**src/rtl/uart_block_serializer.sv**
```systemverilog
`default_nettype none
// ----------------------------------------------------------------------------
// uart_block_serializer: slices one wide block into UART bytes over tx_start/tx_done.
// Rev 1.0
// ----------------------------------------------------------------------------
module uart_block_serializer #(
  parameter int DBITS     = 8,
  parameter int NBYTES    = 8,
  parameter int MSB_FIRST = 1,
  parameter int TIMEOUT   = 2000000,
  parameter int TO_BITS   = 21
) (
  input  logic                           clk_100MHz,
  input  logic                           reset,
  input  logic                           blk_valid,
  output logic                           blk_ready,
  input  logic [DBITS*NBYTES-1:0]        blk_data,
  input  logic                           abort,
  output logic                           tx_start,
  output logic [DBITS-1:0]               tx_data,
  input  logic                           tx_done,
  output logic                           busy,
  output logic [$clog2(NBYTES+1)-1:0]    byte_idx,
  output logic                           blk_done,
  output logic                           err_timeout
);

  localparam int c_bw = DBITS * NBYTES;
  localparam int c_iw = $clog2(NBYTES + 1);

  localparam logic [1:0] c_idle  = 2'd0;
  localparam logic [1:0] c_issue = 2'd1;
  localparam logic [1:0] c_wait  = 2'd2;

  localparam logic [c_iw-1:0]    c_last_idx = c_iw'(NBYTES - 1);
  localparam logic [TO_BITS-1:0] c_wd_last  = TO_BITS'(TIMEOUT - 1);

  logic [1:0]         r_state;
  logic [1:0]         w_next;
  logic [c_bw-1:0]    r_shift;
  logic [c_bw-1:0]    w_shifted;
  logic [c_iw-1:0]    r_byte_idx;
  logic [TO_BITS-1:0] r_wd;
  logic               r_blk_done;
  logic               w_accept;
  logic               w_last;
  logic               w_expire;

  // abort outranks accept even while idle
  assign w_accept  = (r_state == c_idle) && blk_valid && !abort;
  assign w_last    = (r_byte_idx == c_last_idx);
  assign w_expire  = (TIMEOUT != 0) && (r_wd == c_wd_last) && !tx_done && !abort;
  assign w_shifted = (MSB_FIRST != 0) ? (r_shift << DBITS) : (r_shift >> DBITS);

  assign tx_data  = (MSB_FIRST != 0) ? r_shift[c_bw-1 -: DBITS] : r_shift[DBITS-1:0];
  assign byte_idx = r_byte_idx;
  assign blk_done = r_blk_done;

  always_ff @(posedge clk_100MHz or negedge reset) begin
    if (!reset) r_state <= c_idle;
    else        r_state <= w_next;
  end

  always_comb begin
    w_next = r_state;
    case (r_state)
      c_idle:  if (w_accept) w_next = c_issue;
      c_issue: w_next = abort ? c_idle : c_wait;
      c_wait: begin
        if (abort)         w_next = c_idle;
        else if (tx_done)  w_next = w_last ? c_idle : c_issue;
        else if (w_expire) w_next = c_idle;
      end
      default: w_next = c_idle;
    endcase
  end

  always_comb begin
    tx_start    = 1'b0;
    busy        = 1'b0;
    blk_ready   = 1'b0;
    err_timeout = 1'b0;
    case (r_state)
      c_idle:  blk_ready = 1'b1;
      c_issue: begin
        tx_start = 1'b1;
        busy     = 1'b1;
      end
      c_wait: begin
        busy        = 1'b1;
        err_timeout = w_expire;
      end
      default: ;
    endcase
  end

  // byte_idx stays at NBYTES for the blk_done cycle, then clears in IDLE
  always_ff @(posedge clk_100MHz or negedge reset) begin
    if (!reset) begin
      r_shift    <= '0;
      r_byte_idx <= '0;
      r_wd       <= '0;
      r_blk_done <= 1'b0;
    end else begin
      r_blk_done <= 1'b0;
      case (r_state)
        c_idle: begin
          r_byte_idx <= '0;
          if (w_accept) r_shift <= blk_data;
        end
        c_issue: begin
          r_wd <= '0;
          if (abort) begin
            r_shift    <= '0;
            r_byte_idx <= '0;
          end
        end
        c_wait: begin
          r_wd <= r_wd + 1'b1;
          if (abort || w_expire) begin
            r_shift    <= '0;
            r_byte_idx <= '0;
          end else if (tx_done) begin
            r_byte_idx <= r_byte_idx + 1'b1;
            if (w_last) begin
              r_blk_done <= 1'b1;
              r_shift    <= '0;
            end else begin
              r_shift <= w_shifted;
            end
          end
        end
        default: ;
      endcase
    end
  end

endmodule
`default_nettype wire
```
**config.mk**
```make
export PLATFORM = sky130hd
export DESIGN_NAME = uart_block_serializer
export DESIGN_NICKNAME = d
export VERILOG_FILES = /design/src/rtl/uart_block_serializer.sv
export SDC_FILE = /design/constraint.sdc
export NUM_CORES = 1
export LEC_CHECK = 0
export BUFFER_PORTS_ARGS = -buffer_cell sky130_fd_sc_hd__buf_2
export CAP_MARGIN = 25
export CORE_MARGIN = 2
export CORE_UTILIZATION = 30
export DETAILED_ROUTE_END_ITERATION = 8
export GPL_ROUTABILITY_DRIVEN = 1
export PLACE_DENSITY_LB_ADDON = 0.05
export SYNTH_ARGS = -nofsm -noshare
export SYNTH_HDL_FRONTEND = slang
export SYNTH_SLANG_ARGS = --single-unit
```
**constraint.sdc**
```tcl
create_clock -name clk_100MHz -period 2.3 [get_ports clk_100MHz]
set_input_delay 0 -clock clk_100MHz [delete_from_list [all_inputs] [get_ports clk_100MHz]]
set_output_delay 0 -clock clk_100MHz [all_outputs]
set_load 0.05 [all_outputs]
```
==> flow_summary.ini <==
[status]
status = completed

[timing]
setup_tns_ps = 0
rsz0062_at_grt = false
finClkSkew_ps = 8.14
clock.fmax_ghz = 0.453
hold-worst-slack_ps = 14.1
drv_slew = 0
setup_viol = 0
finalCritPeriodShare = 0.959
setup_ws_ps = 93.4
layout_min_cycle_time_ps = 2210
finalHoldViolCount = 0
relSlewSlack = 0.564
tightest_slew_ps = 648

[clock_tree]
cts_tree = done
cts.sinks = 92
path_clk_slew_ps = 70
ctsHtreeMaxLevel = 3
insertion_delay_ps = 350
cts_buffers = 9
clock-root-buffer = clkbuf_16
clockBufferDepth = 2

[yosys]
yosysWarnings = 0
syn_nets = 467
synth_seq_area_share = 0.492
syn_avg_cell_area_um2 = 11.9
synth_cell_types = 43
syn-cell-area_um2 = 4680
ys.flop_type = dfrtp_1
syn_inst = 392
synth_edf_count = 0
synthArstFlopShare = 1.00
ys_ff_latch = 92

[floorplanning]
rows = 45
die_x_um = 129
design.core.area_um2 = 15200
ioPinCount = 86
die_height_um = 129
initial_utilization = 0.308
dieArea_um2 = 16600

[placed_design]
post-place-ws_ps = 84.1
place_congestion = 0.744
hpwl_um = 7660
port_buffers = 85

[route]
ant_nets = 0
drtIter0Drc = 137
viasPerCell = 4.95
wl_per_cell_um = 16.5
vias = 3487
first_pass_iters = 4
post-route-drc-count = 0
wirelength_um = 11600

[worst_setup_path]
worstReg2RegEnd = r_shift[10]
cp-startpoint = r_wd[8]
rrSetupSlack_ps = 90
required_ps = 2530
crit_path_start_kind = flop
worstSetupPathType = reg2reg
cp-end-kind = flop
rr_worst_depth = 7
critPathMaxFanout = 28
cp.arrival_ps = 2440
r2r-start = r_wd[8]

[flow_run]
drv_cap = 0

[cells_and_area]
layout.nets = 587
drive_above_1_share = 0.346
area_delta_synth_final_pct = 28.1
diodes = 0
final_common_cell = dfrtp_1
mostFrequentLayoutCells = dfrtp_1 (92), buf_2 (83), a22o_1 (57)

[pwr]
powerDensity_nw_per_um2 = 1190
design_power_total_mw = 7.11
p_leak_nw = 2.80
vdd_drop_max_uv = 636

[grt]
grt_max_degree = 57
grt_pass1_wl_um = 18600
antenna_found_initial = 0
grt_overflow = 0
grt_pass1_vias = 3583
grt_usage = 0.145

[hold_path]
whs_endpoint = r_shift[7]
hp-start = blk_data[7]
hp-class = in2reg
whs_path_depth = 3
## stage by stage
step | std cells | instance area [µm²] | utilization
2_1_floorplan | 392 | 4680 | -
3_5_place_dp | 660 | 5350 | 0.352
4_1_cts | 703 | 5950 | 0.392
6_report | 705 | 5990 | 0.394
5_1_grt | 705 | 5990 | 0.394
3_3_place_gp | 660 | 5350 | 0.352
## synthesized netlist by cell type, types with 2 or more instances
cell type	instances	area share
dfrtp_1	92	0.49
a22o_1	57	0.11
mux2_2	40	0.096
mux2_1	25	0.060
nor2_1	24	0.019
nand2_1	17	0.014
buf_6	11	0.026
clkbuf_1	11	0.0088
o21ai_0	11	0.012
nand3_1	10	0.011
nand4_1	10	0.013
nor2b_1	10	0.013
xor2_1	10	0.019
buf_4	9	0.014
inv_1	8	0.0064
ha_1	6	0.016
xnor2_1	4	0.0075
a21oi_1	3	0.0032
and3_1	3	0.0040
nor3_1	3	0.0032
nor4_1	3	0.0040
mux2i_1	2	0.0043
o31ai_1	2	0.0032
or3_1	2	0.0027
## routing by layer
layer / wire length (µm) / global-route usage
met3: 369 / 0.0254
met1: 5710 / 0.197
met5: 0 / 0
met4: 177 / 0.0556
met2: 5350 / 0.230
## worst max-delay path: stages (launching register included)
cell and delay, ps:
dfrtp_1 370, or4b_4 540, nor4_4 240, buf_4 170, a21oi_4 80, clkbuf_16 210, a22o_1 190, mux2_1 270
## state kept, by name, indices dropped and copies added, names as in the netlist
signal    count
blk_done      1
byte_idx      4
r_shift      64
r_state       2
r_wd         21
## where the power goes
part | internal, mW | switching [mW] | leakage, nW
sequential | 2.13 | 0.262 | 1.21
clock | 0.933 | 0.640 | 0.156
combinational | 1.48 | 1.67 | 1.44
## cell families after synthesis
| kind of cell | after synthesis | synth area share |
|---|---|---|
| buf+inv | 39 | 0.0561 |
| flops | 92 | 0.492 |
| mux | 67 | 0.161 |
| fa+ha+maj | 6 | 0.0160 |
| xor+xnor | 14 | 0.0262 |
| simple gates | 94 | 0.111 |
| compound gates | 80 | 0.137 |
## cell type report
class	instances	area, µm²
clock buffers	13	270
repair buffers	140	970
clock inverters	3	43.8
well taps	188	235
multi-input cells	261	2140
fillers	1547	9210
flip-flops and latches	92	2300
inverters	8	30.0
## what timing repair did
action                                 4_1_cts  5_1_grt
setup endpoints to repair                    1        4
pin swaps                                    1        3
endpoints found under the hold margin       66        0
hold buffers                                27        0
cloned                                       0        1
gates resized for setup                      4        2
setup buffers                                0        1
## how the worst max path moves through the flow
stage                   to  slack, ps  cells past startpoint
6_report       r_shift[10]         90                      7
2_1_floorplan     r_wd[16]         70                      8
3_5_place_dp   r_shift[16]         80                      7
5_1_grt        r_shift[10]          5                      7
3_3_place_gp    r_shift[9]        100                      7
4_1_cts        err_timeout         30                      6
No activity file was read; power rests on OpenSTA's default activity.
